==> config.mk <==
export PLATFORM = sky130hd
export DESIGN_NAME = gpu_prefetch
export DESIGN_NICKNAME = d
export VERILOG_FILES = /design/src/rtl/gpu_pkg.sv /design/src/rtl/gpu_pfq_fifo.sv /design/src/rtl/gpu_prefetch.sv
export SDC_FILE = /design/constraint.sdc
export NUM_CORES = 1
export LEC_CHECK = 0
export CAP_MARGIN = 20
export CORE_MARGIN = 4
export CORE_UTILIZATION = 57
export DETAILED_ROUTE_END_ITERATION = 8
export GPL_TIMING_DRIVEN = 0
export HOLD_SLACK_MARGIN = 0.15
export PLACE_DENSITY = 0.87
export SLEW_MARGIN = 25
export SYNTH_ARGS = -nofsm -noshare
export SYNTH_HDL_FRONTEND = slang
export SYNTH_SLANG_ARGS = --single-unit
==> constraint.sdc <==
create_clock -name clk -period 4.2 [get_ports clk]
set_clock_uncertainty 0.05 [all_clocks]
set_input_delay 0.84 -clock clk [delete_from_list [all_inputs] [get_ports clk]]
set_output_delay 0.84 -clock clk [all_outputs]
set_load 0.05 [all_outputs]
==> src/rtl/gpu_pkg.sv <==
// gpu_pkg: shared widths, queue depth default and prefetch FSM states
package gpu_pkg;
  localparam int GPU_PC_W = 24;
  localparam int GPU_PROGADDR_W = 22;
  localparam int GPU_INSTR_W = 16;
  localparam int PF_QDEPTH_DEF = 4;
  typedef enum logic {PF_IDLE, PF_WAIT} pf_state_t;
endpackage

==> src/rtl/gpu_pfq_fifo.sv <==
// gpu_pfq_fifo: 16-bit circular buffer, 1-2 word write, 1 word pop, sync flush
// Ports: clk, reset (async), flush, wr_en/wr_two/wr_data0/wr_data1 write side,
// rd_en/rd_data/valid read side, count = resident words
module gpu_pfq_fifo
  import gpu_pkg::*;
#(
  parameter int DEPTH = PF_QDEPTH_DEF,
  localparam int AW = $clog2(DEPTH),
  localparam int CW = $clog2(DEPTH + 1)
) (
  input  logic                   clk,
  input  logic                   reset,
  input  logic                   flush,
  input  logic                   wr_en,
  input  logic                   wr_two,
  input  logic [GPU_INSTR_W-1:0] wr_data0,
  input  logic [GPU_INSTR_W-1:0] wr_data1,
  input  logic                   rd_en,
  output logic [GPU_INSTR_W-1:0] rd_data,
  output logic [CW-1:0]          count,
  output logic                   valid
);
  logic [GPU_INSTR_W-1:0] mem [DEPTH];
  logic [AW-1:0] rd_ptr, wr_ptr, wr_ptr1;
  logic pop;
  function automatic logic [AW-1:0] nxt(input logic [AW-1:0] p);
    return (p == AW'(DEPTH - 1)) ? '0 : p + AW'(1);
  endfunction
  assign wr_ptr1 = nxt(wr_ptr);
  assign valid = count != '0;
  assign pop = rd_en && valid;
  assign rd_data = valid ? mem[rd_ptr] : '0;
  always_ff @(posedge clk) begin
    if (wr_en && !flush) mem[wr_ptr] <= wr_data0;
    if (wr_en && wr_two && !flush) mem[wr_ptr1] <= wr_data1;
  end
  always_ff @(posedge clk or posedge reset) begin
    if (reset) begin
      rd_ptr <= '0;
      wr_ptr <= '0;
      count <= '0;
    end else if (flush) begin
      rd_ptr <= '0;
      wr_ptr <= '0;
      count <= '0;
    end else begin
      if (wr_en) wr_ptr <= wr_two ? nxt(wr_ptr1) : wr_ptr1;
      if (pop) rd_ptr <= nxt(rd_ptr);
      count <= count + CW'(wr_en ? (wr_two ? 2 : 1) : 0) - CW'(pop);
    end
  end
endmodule

==> src/rtl/gpu_prefetch.sv <==
// gpu_prefetch: GPU instruction prefetcher with one outstanding longword fetch
// Ports: clk, reset (async); jump_load/jump_addr redirect and flush;
// progreq/progaddr/progack/gpu_din/pabort memory side;
// instr_valid/instr/instr_pc/instr_take consumer side
module gpu_prefetch
  import gpu_pkg::*;
#(
  parameter int QDEPTH = PF_QDEPTH_DEF
) (
  input  logic                      clk,
  input  logic                      reset,
  input  logic                      jump_load,
  input  logic [GPU_PC_W-1:0]       jump_addr,
  output logic                      progreq,
  output logic [GPU_PROGADDR_W-1:0] progaddr,
  input  logic                      progack,
  input  logic [31:0]               gpu_din,
  output logic                      pabort,
  output logic                      instr_valid,
  output logic [GPU_INSTR_W-1:0]    instr,
  output logic [GPU_PC_W-1:0]       instr_pc,
  input  logic                      instr_take
);
  localparam int CW = $clog2(QDEPTH + 1);
  pf_state_t state, state_nx;
  logic ready, ack, pop, odd;
  logic [GPU_PC_W-1:0] fetch_pc, head_pc;
  logic [CW-1:0] count;
  assign odd = fetch_pc[1];
  assign ack = state == PF_WAIT && progack && !jump_load;
  assign pop = instr_take && instr_valid && !jump_load;
  assign progaddr = fetch_pc[GPU_PC_W-1:2];
  assign instr_pc = head_pc;
  // ready holds off the first request until the second edge after reset
  always_comb begin
    state_nx = state;
    progreq = state == PF_WAIT;
    pabort = state == PF_WAIT && jump_load;
    if (jump_load) state_nx = PF_IDLE;
    else if (state == PF_IDLE) state_nx = (ready && count <= CW'(QDEPTH - 2)) ? PF_WAIT : PF_IDLE;
    else state_nx = progack ? PF_IDLE : PF_WAIT;
  end
  always_ff @(posedge clk or posedge reset) begin
    if (reset) begin
      state <= PF_IDLE;
      ready <= 1'b0;
      fetch_pc <= '0;
      head_pc <= '0;
    end else begin
      state <= state_nx;
      ready <= 1'b1;
      if (jump_load) begin
        fetch_pc <= jump_addr & ~GPU_PC_W'(1);
        head_pc <= jump_addr & ~GPU_PC_W'(1);
      end else begin
        if (ack) fetch_pc <= fetch_pc + (odd ? GPU_PC_W'(2) : GPU_PC_W'(4));
        if (pop) head_pc <= head_pc + GPU_PC_W'(2);
      end
    end
  end
  gpu_pfq_fifo #(.DEPTH(QDEPTH)) u_fifo (
    .clk(clk),
    .reset(reset),
    .flush(jump_load),
    .wr_en(ack),
    .wr_two(!odd),
    .wr_data0(odd ? gpu_din[15:0] : gpu_din[31:16]),
    .wr_data1(gpu_din[15:0]),
    .rd_en(pop),
    .rd_data(instr),
    .count(count),
    .valid(instr_valid)
  );
endmodule

==> results of run 1 <==
==> final cells by class <==
| type | count | area (sq um) | area share |
|---|---|---|---|
| plain buffers | 42 | 267 | 0.0309 |
| clock buffers | 23 | 498 | 0.0578 |
| clock inverters | 9 | 72.6 | 0.00842 |
| inverters | 12 | 47.5 | 0.00552 |
| multi-input cells | 341 | 2980 | 0.346 |
| flip-flops and latches | 119 | 3300 | 0.383 |
| well taps | 140 | 175 | 0.0203 |
| repair buffers | 127 | 1280 | 0.148 |
==> sequential cells by signal, indices dropped and copies added, names as in the netlist <==
register / cells
fetch_pc: 23
instr_pc: 23
progreq: 1
ready: 1
u_fifo.count: 3
u_fifo.mem: 64
u_fifo.rd_ptr: 2
u_fifo.wr_ptr: 2
==> power by group through the flow <==
stage / clock network [mW] / registers (mW) / logic, mW
floorplan: 0 / 1.51 / 0.898
detailed placement: 0 / 1.43 / 1.46
global placement: 0 / 1.43 / 1.43
global route: 1.45 / 1.42 / 1.54
finish: 1.40 / 1.42 / 1.47
CTS: 1.40 / 1.41 / 1.48
==> final timing paths <==
path	from	to	slack (ns)
max	u_fifo.rd_ptr[1]$_DFFE_PP0P_	instr[5]	0.21
min	ready$_DFF_PP0_	progreq$_DFF_PP0_	0.48
max reg2reg	fetch_pc[1]$_DFFE_PP0P_	fetch_pc[9]$_DFFE_PP0P_	1.23
min reg2reg	ready$_DFF_PP0_	progreq$_DFF_PP0_	0.48
max in group asynchronous	reset	instr_pc[22]$_DFFE_PP0N_	2.80
min in group asynchronous	reset	instr_pc[9]$_DFFE_PP0N_	0.83
==> routing by layer <==
layer  routed length (microns)  GRT usage  vias to the layer above
met2                      8820      0.453                      169
met3                       920     0.0611                       29
met4                       352      0.113                        0
li1                          -          -                     2142
met1                      6730      0.316                     2383
met5                         0          0                        -
==> tightest hold or removal path, delay by kind of cell, from the launching register on <==
family           cells  cell delay (ns)
AO/OA/AOI/OAI        1             0.06
flip-flops           1             0.34
AND/OR/NAND/NOR      1             0.08
==> cell usage after synthesis (2+ instances only) <==
cell | instances | area share
buf_2 | 6 | 0.0046
nand3_1 | 17 | 0.013
clkbuf_1 | 11 | 0.0063
nor4_4 | 3 | 0.0097
buf_6 | 2 | 0.0034
inv_1 | 12 | 0.0069
and4_1 | 3 | 0.0040
a21boi_0 | 2 | 0.0023
conb_1 | 2 | 0.0011
mux2_2 | 90 | 0.15
nor2_1 | 31 | 0.018
nand4_1 | 9 | 0.0086
or3_1 | 2 | 0.0019
a211oi_1 | 3 | 0.0034
a21boi_1 | 2 | 0.0023
a21oi_1 | 21 | 0.016
dfrtp_1 | 55 | 0.21
ha_1 | 14 | 0.027
xor2_1 | 23 | 0.031
nor4_1 | 2 | 0.0019
nand2_1 | 23 | 0.013
xnor2_1 | 23 | 0.031
edfxtp_1 | 64 | 0.29
buf_4 | 23 | 0.026
nand2b_1 | 3 | 0.0029
a21oi_2 | 4 | 0.0053
o21ai_0 | 4 | 0.0030
nor2b_1 | 19 | 0.018
and3_1 | 4 | 0.0038
mux4_2 | 16 | 0.055
nor3_1 | 10 | 0.0076
and2_1 | 2 | 0.0019
==> cells in the final DEF (no fill, tap or decap), types with 3 or more instances in the layout <==
cell,Yosys,layout
clkdlybuf4s50_1,0,123
mux2_2,90,90
edfxtp_1,64,64
dfrtp_1,55,55
nor2_1,31,27
xor2_1,23,23
nand2_1,23,23
xnor2_1,23,23
buf_4,23,23
a21oi_1,21,21
nor2b_1,19,19
nand3_1,17,17
clkbuf_16,0,17
mux4_2,16,16
ha_1,14,14
clkbuf_1,11,12
inv_1,12,11
nand4_1,9,9
nor3_1,10,9
buf_6,2,6
buf_2,6,6
nor2_2,1,5
clkbuf_8,0,5
o21ai_0,4,4
and3_1,4,4
a21oi_2,4,4
clkinv_1,0,4
and4_1,3,3
nand2b_1,3,3
nor4_4,3,3
a211oi_1,3,3
clkinvlp_4,0,3
==> metrics by stage <==
step            util  setup slack (ns)
2_1_floorplan      -              1.40
3_3_place_gp   0.720            0.0720
3_5_place_dp   0.726             0.536
4_1_cts        0.778             0.179
5_1_grt        0.778            0.0796
6_report       0.778             0.206
==> kinds of logic after synthesis <==
family / Yosys count
AOI/OAI and AO/OA: 39
xor gates and xnor gates: 46
adders and majority gates: 15
buffers and inverters: 54
DFF: 119
muxes: 107
other: 2
and+or+nand+nor: 132
==> reports/metrics.yaml, run 1 <==
flow_run:
  drv_cap: 0
yosys:
  synth_adder_area_share: 0.0297
  synth-main-ff-cell: "edfxtp_1"
  synth_area_sq_um: 6580
  synthDistinctLibCells: 41
  synth_top_family_by_area: "multiplexers"
  async_flop_share: 0.462
  synth_seq_area_share: 0.502
  syn_nets: 590
  synth-edff-count: 64
  synth_compound_area_frac: 0.0382
  ys_seq_elements: 119
  synth_xor_area_frac: 0.0613
  yosys.area_share.simple: 0.110
  muxShareOfSynthArea: 0.210
  synth_cells: 514
  synth.avg_cell_area_sq_um: 12.8
  yosysWarnings: 0
placed_design:
  dpl_cell_area_sq_um: 8040
  io_buffers: 123
  gp_congestion: 0.855
  numPlacedInstances: 781
  hpwl_microns: 11600
global_routing:
  grt_usage: 0.263
  antenna_found_initial: 0
  grt_max_degree: 56
  grt_pass1_vias: 5049
  overflow: 0
  grt_pass1_wl_microns: 26300
clock_tree:
  cts_tree: "done"
  clockBufferDepth: 2
  postCtsSetupBuffers: 0
  cts-hold-fix-buffers: 0
  numCtsBuffers: 17
  clk_latency_ns: 0.42
  cts.sinks: 119
  htree_levels: 4
  clk_pin_slew_ns: 0.05
  cts_root_buf: "clkbuf_16"
  cts_resized: 0
critical_path:
  crit_chain: "clkbuf_1 -> clkbuf_1 -> mux4_2 -> nor2b_1 -> clkdlybuf4s50_1"
  cp_slowest_stage_delay_ns: 0.83
  crit_family: "buffers and inverters"
  slowest_stage: "clkdlybuf4s50_1"
  crit_top_cell: "clkbuf_1"
  path_class: "flip-flop to output pin"
  crit_fanout: 10
  ff2ff_path_depth: 8
  crit_arrival_ns: 3.10
  endpoint_kind: "output pin"
  cp.required_ns: 3.31
  worstSetupStartpointType: "flip-flop"
  critical_path_buf_inv_count: 3
  path_depth: 5
power:
  p_int_mw: 2.78
  switching_share: 0.350
  ir_worst_vdd_mv: 0.382
  p_switching_mw: 1.50
  pwr-share-comb: 0.343
  finalPower_mw: 4.28
  seq_power_share: 0.331
  clock_power_share: 0.326
  power_per_cell_area_nw_per_um2: 497
  power_leakage_nw: 3.23
route:
  first_pass_iters: 4
  num_vias: 4723
  drt_iter0_markers: 354
  route.detailed.drc: 0
  antenna_left: 0
  via_per_inst: 5.81
  routedWlPerCell_microns: 20.7
  wl_microns: 16800
sta:
  fin_tns_setup_ns: 0
  layout_min_cycle_time_ns: 3.99
  timing_worst_slew_pin_value_ns: 0.716
  rsz0062_at_grt: "no"
  maxSlewViolCount: 0
  setup_viol: 0
  fmax_mhz: 250
  post-route-period-util: 0.951
  finalHoldViolations: 0
  slew-limit-headroom: 0.520
  finalHoldWorstSlack_ns: 0.475
die:
  die_w_microns: 115
  ios: 126
  die_area_sq_um: 13300
  num_rows: 38
  coreArea_sq_um: 11100
  start_util: 0.594
  die_h_microns: 115
cells_and_area:
  area_delta_synth_final_pct: 31.0
  stdcell_count: 813
  fin_area_sq_um: 8610
  final_layout_size_suffix_gt1_frac: 0.275
  fillers: 656
  fin_nets: 736
  diodes: 0
hold_path:
  hp-class: "flip-flop to flip-flop"
  whs_path_depth: 2
outcome:
  status: "complete, no violations"
Power figures use the tool's default switching activity.
==> inputs of run 2 (changes only) <==
- CORE_MARGIN: 4 -> not set
==> run 2 against run 1 <==
Flip-flop and latch count is the same. Clock-buffer cell count grew 4. Die area shrank 10%. Maximum frequency grew 0.84%. First-iteration DRC count shrank 14%. Final cell count is the same. Cell area shrank 0.23%.
==> reports/metrics.yaml, run 2 (same netlist as run 1, synthesis figures left out) <==
outcome:
  status: "complete, no violations"
cells_and_area:
  regMostFlops: "u_fifo.mem"
  final_cell_mix: "clkdlybuf4s50_1, mux2_2, edfxtp_1"
  postLayoutCoreUtil: 0.779  # +0.00154
  diodes: 0  # unchanged
  seqCellArea_sq_um: 3300  # unchanged
  area_delta_synth_final_pct: 30.7
  final_layout_size_suffix_gt1_frac: 0.272  # -0.00297
  multi_input_area_sq_um: 2980  # unchanged
  fin_nets: 736  # unchanged
  fillers: 689  # +5.0%
  largest_reg_flops: 64  # unchanged
  final_common_cell: "clkdlybuf4s50_1"
critical_path:
  endpoint_kind: "output pin"
  crit_fanout: 10  # unchanged
  crit_chain: "clkbuf_1 -> clkbuf_1 -> mux4_2 -> nor2b_1 -> clkdlybuf4s50_1"
  critical_path_buf_inv_count: 3  # unchanged
  crit_top_cell: "clkbuf_1"
  crit_arrival_ns: 3.07  # -0.03 ns
  path_class: "flip-flop to output pin"
  cp.required_ns: 3.31  # about the same
  crit_family: "buffers and inverters"
  worstSetupStartpointType: "flip-flop"
  slowest_stage: "clkdlybuf4s50_1"
  cp_slowest_stage_delay_ns: 0.83  # about the same
power:
  power_leakage_nw: 3.23  # about the same
  pwr-share-comb: 0.346  # +0.003
  p_switching_mw: 1.48  # -1.6%
  power_per_cell_area_nw_per_um2: 493  # -0.92%
  ir_worst_vdd_mv: 0.417  # +9.1%
  switching_share: 0.349  # -0.00167
  p_int_mw: 2.76  # -0.90%
  finalPower_mw: 4.23  # -1.1%
  seq_power_share: 0.335  # +0.004
  clock_power_share: 0.318  # -0.008
sta:
  timing_worst_slew_pin_value_ns: 0.814  # +0.0982 ns
  setup_viol: 0  # unchanged
  fin_tns_setup_ns: 0  # unchanged
  layout_min_cycle_time_ns: 3.96  # -0.0333 ns
  setup_slack_ns: 0.239  # +0.0333 ns
  finalHoldViolations: 0  # unchanged
  post-route-period-util: 0.943  # -0.00793
  maxSlewViolCount: 0  # unchanged
  slew-limit-headroom: 0.454  # -0.0658
  fmax_mhz: 252  # +0.84%
  rsz0062_at_grt: "no"
die:
  start_util: 0.596  # +0.00256
  ios: 126  # unchanged
  die_w_microns: 109  # -5.2%
  die_area_sq_um: 12000  # -10%
  num_rows: 38  # unchanged
  coreArea_sq_um: 11000  # -0.43%
  die_h_microns: 109  # -5.2%
global_routing:
  grt_pass1_vias: 4897  # -3.0%
  antenna_found_initial: 0  # unchanged
  grt_usage: 0.295  # +0.0320
  grt_pass1_wl_microns: 25500  # -3.1%
  overflow: 0  # unchanged
  grt_max_degree: 56  # unchanged
clock_tree:
  postCtsSetupBuffers: 0  # unchanged
  cts_tree: "done"
  htree_levels: 4  # unchanged
  cts-hold-fix-buffers: 0  # unchanged
  clk_latency_ns: 0.42  # about the same
  cts_resized: 0  # unchanged
  cts_root_buf: "clkbuf_16"
  clk_pin_slew_ns: 0.05  # about the same
  numCtsBuffers: 17  # unchanged
  clockBufferDepth: 2  # unchanged
  cts.sinks: 119  # unchanged
placed_design:
  io_buffers: 123  # unchanged
  hpwl_microns: 11100  # -4.8%
  dp_slack_ns: 0.493  # -0.0432 ns
  gp_congestion: 0.868  # +1.5%
route:
  via_per_inst: 5.85  # +0.68%
  num_vias: 4755  # +0.68%
  route.detailed.drc: 0  # unchanged
  antenna_left: 0  # unchanged
  drt_iter0_markers: 304  # -14%
  first_pass_iters: 6  # +2
  wl_microns: 16300  # -3.4%
  routedWlPerCell_microns: 20.0  # -3.4%
hold_path:
  hp-class: "flip-flop to flip-flop"
flow_run:
  drv_cap: 0  # unchanged
run 2: metal layers:
layer	global-route usage	vias to the layer above	share of wire
met3	0.0771	45	0.060
met2	0.498	203	0.52
met1	0.362	2368	0.39
met5	0	-	0
met4	0.118	0	0.024
li1	-	2139	-
run 2: layout make-up:
class,count,share of cell area
Tap cell,140,0.0204
Timing Repair Buffer,127,0.149
Clock inverter,5,0.00582
Inverter,12,0.00553
Clock buffer,27,0.0574
Buffer,42,0.0310
Multi-Input combinational cell,341,0.347
Sequential cell,119,0.384
run 2: final timing paths:
kind                                               from                            to  slack (ns)  cells past startpoint
max                        u_fifo.rd_ptr[1]$_DFFE_PP0P_                      instr[5]        0.24                      5
min                                     ready$_DFF_PP0_             progreq$_DFF_PP0_        0.44                      2
max reg2reg                     fetch_pc[1]$_DFFE_PP0P_      fetch_pc[12]$_DFFE_PP0P_        1.29                      8
min reg2reg                             ready$_DFF_PP0_             progreq$_DFF_PP0_        0.44                      2
max in group asynchronous                         reset  u_fifo.rd_ptr[1]$_DFFE_PP0P_        2.78                      2
min in group asynchronous                         reset             progreq$_DFF_PP0_        0.84                      2
run 2: power by group through the flow:
stage	logic, mW	clock network, mW	registers, mW
after floorplan	0.898	0	1.51
after global placement	1.43	0	1.43
after detailed placement	1.46	0	1.43
after CTS	1.47	1.35	1.42
after global routing	1.55	1.40	1.43
final	1.47	1.35	1.42
run 2: metrics by stage:
stage,area (sq um),std cells,hold slack (ns)
finish,8590,813,0.438
global route,8590,813,0.478
CTS,8590,813,0.447
detailed placement,8050,781,0.436
global placement,7980,777,0.424
floorplan,6580,514,0.407
run 2: worst reg2reg max path: stages (launching register included):
cell      delay (ns)
dfrtp_1         0.39
clkbuf_1        0.43
inv_1           0.24
ha_1            0.37
a21oi_1         0.12
nor3_1          0.55
nand3_1         0.22
xnor2_1         0.16
mux2_2          0.26
==> inputs of run 3 (changes only) <==
- CORE_ASPECT_RATIO: not set -> 1.25
==> run 3 against run 2 <==
The run now ends with design-rule violations left. Combinational power is essentially flat. Flip-flop and latch count is the same. Sequential power is essentially flat. Clock power grew 7%. Critical path depth is the same. Non-clock buffer count is the same. Maximum frequency shrank 2.2%. Global-route usage grew 0.29 points. Sequential share of layout area shrank 0.18 points. Clock-buffer cell count shrank 10.
==> reports/metrics.yaml, run 3 (same netlist as run 1, synthesis figures left out) <==
placed_design:
  gp_congestion: 0.899  # +3.6%
  hpwl_microns: 11500  # +3.7%
  io_buffers: 123  # unchanged
critical_path:
  worstSetupStartpointType: "flip-flop"
  endpoint: "instr[10]"
  startpoint: "u_fifo.rd_ptr[1]$_DFFE_PP0P_"
  ff2ff_path_depth: 8  # unchanged
  timing.rr.start: "fetch_pc[1]$_DFFE_PP0P_"
  crit_fanout: 10  # unchanged
  rrSetupSlack_ns: 1.09  # -0.20 ns
  path_class: "flip-flop to output pin"
  r2r_end: "fetch_pc[9]$_DFFE_PP0P_"
  endpoint_kind: "output pin"
  crit_arrival_ns: 3.16  # +0.09 ns
  cp.required_ns: 3.31  # about the same
route:
  num_vias: 4718  # -0.78%
  drt_iter0_markers: 310  # +2.0%
  wl_met2_microns: 8740  # +3.2%
  routedWlPerCell_microns: 20.6  # +3.1%
  top_layer_used: "met4"
  route.met3.wl_microns: 1210  # +23%
  first_pass_iters: 7  # +1
  antenna_left: 0  # unchanged
  wl_microns: 16700  # +2.5%
  route.detailed.drc: 15  # +15
  via_per_inst: 5.84  # -0.16%
  drt-met1-wl_microns: 6250  # -2.5%
clock_tree:
  cts_resized: 0  # unchanged
  cts_tree: "done"
  cts_root_buf: "clkbuf_16"
  clockBufferDepth: 2  # unchanged
  htree_levels: 4  # unchanged
  cts-hold-fix-buffers: 0  # unchanged
  postCtsSetupBuffers: 0  # unchanged
  cts.sinks: 119  # unchanged
  clk_latency_ns: 0.41  # about the same
  clk_pin_slew_ns: 0.06  # about the same
  numCtsBuffers: 17  # unchanged
power:
  pwr-share-comb: 0.340  # -0.006
  p_int_mw: 2.78  # +1.0%
  power_leakage_nw: 3.24  # +0.23%
  seq_power_share: 0.326  # -0.009
  clock_power_share: 0.334  # +0.016
  switching_share: 0.359  # +0.00989
  power_per_cell_area_nw_per_um2: 503  # +2.1%
  ir_worst_vdd_mv: 0.370  # -11%
  p_switching_mw: 1.56  # +5.5%
sta:
  maxSlewViolCount: 0  # unchanged
  slew-limit-headroom: 0.440  # -0.0139
  rsz0062_at_grt: "no"
  layout_min_cycle_time_ns: 4.05  # +0.0880 ns
  post-route-period-util: 0.964  # +0.0209
  setup_viol: 0  # unchanged
  finalHoldViolations: 0  # unchanged
  fin_tns_setup_ns: 0  # unchanged
  timing_worst_slew_pin_value_ns: 0.832  # +0.0176 ns
  fmax_mhz: 247  # -2.2%
cells_and_area:
  regMostFlops: "u_fifo.mem"
  fin_nets: 736  # unchanged
  area_delta_synth_final_pct: 31.3
  largest_reg_flops: 64  # unchanged
  final_layout_size_suffix_gt1_frac: 0.282  # +0.0104
  postLayoutCoreUtil: 0.772  # -0.00746
  final_cell_mix: "clkdlybuf4s50_1, mux2_2, edfxtp_1"
  diodes: 0  # unchanged
  final_common_cell: "clkdlybuf4s50_1"
global_routing:
  grt_usage: 0.298  # +0.00290
  grt_max_degree: 56  # unchanged
  antenna_found_initial: 0  # unchanged
  grt_pass1_wl_microns: 26500  # +3.9%
  overflow: 0  # unchanged
  grt_pass1_vias: 5149  # +5.1%
hold_path:
  hp-class: "flip-flop to flip-flop"
  worstHoldStart: "ready$_DFF_PP0_"
outcome:
  violations: "design-rule violations"
  status: "finished, violations left"
die:
  die_w_microns: 98.1  # -10%
  die_area_sq_um: 12000  # about the same
  num_rows: 43  # +13%
  coreArea_sq_um: 11200  # +1.5%
  ios: 126  # unchanged
  die_h_microns: 122  # +12%
  start_util: 0.588  # -0.00853
flow_run:
  drv_cap: 0  # unchanged
==> run 3: per-stage QoR <==
step	cell area, sq um	instances	setup slack [ns]	total power [mW]	hold slack, ns
floorplan	6580	514	1.40	2.41	0.407
global placement	7980	772	0.233	2.85	0.421
detailed placement	8040	776	0.528	2.89	0.433
CTS	8640	808	0.141	4.36	0.445
global route	8640	808	0.0370	4.50	0.454
finish	8640	808	0.151	4.34	0.448
==> run 3: power by group through the flow <==
stage | registers, mW | logic, mW | clock network (mW)
3_5_place_dp | 1.43 | 1.46 | 0
4_1_cts | 1.41 | 1.48 | 1.46
6_report | 1.42 | 1.48 | 1.45
2_1_floorplan | 1.51 | 0.898 | 0
3_3_place_gp | 1.43 | 1.43 | 0
5_1_grt | 1.43 | 1.56 | 1.52
==> run 3: worst max-delay path, stage by stage, from the launching register on <==
cell and delay (ns):
dfrtp_1 0.37, clkbuf_1 0.44, clkbuf_1 0.55, mux4_2 0.32, nor2b_1 0.22, clkdlybuf4s50_1 0.84
==> run 3: per-layer routing <==
| metal | global-route usage | up-vias |
|---|---|---|
| met5 | 0 | - |
| met4 | 0.129 | 0 |
| met3 | 0.0711 | 35 |
| met2 | 0.533 | 221 |
| met1 | 0.340 | 2315 |
| li1 | - | 2147 |
==> run 3: cell type report <==
type | count | area (sq um)
Sequential cell | 119 | 3300
Multi-Input combinational cell | 341 | 2980
Fill cell | 649 | 2550
Timing Repair Buffer | 127 | 1280
Clock buffer | 17 | 425
Buffer | 42 | 267
Clock inverter | 15 | 169
Tap cell | 135 | 169
Inverter | 12 | 47.5
==> run 3: how the worst min path moves through the flow <==
stage	end	slack [ns]	cells after the start
6_report	progreq$_DFF_PP0_	0.45	2
5_1_grt	progreq$_DFF_PP0_	0.45	2
4_1_cts	progreq$_DFF_PP0_	0.44	2
3_5_place_dp	progreq$_DFF_PP0_	0.43	2
3_3_place_gp	progreq$_DFF_PP0_	0.42	2
2_1_floorplan	progreq$_DFF_PP0_	0.41	2
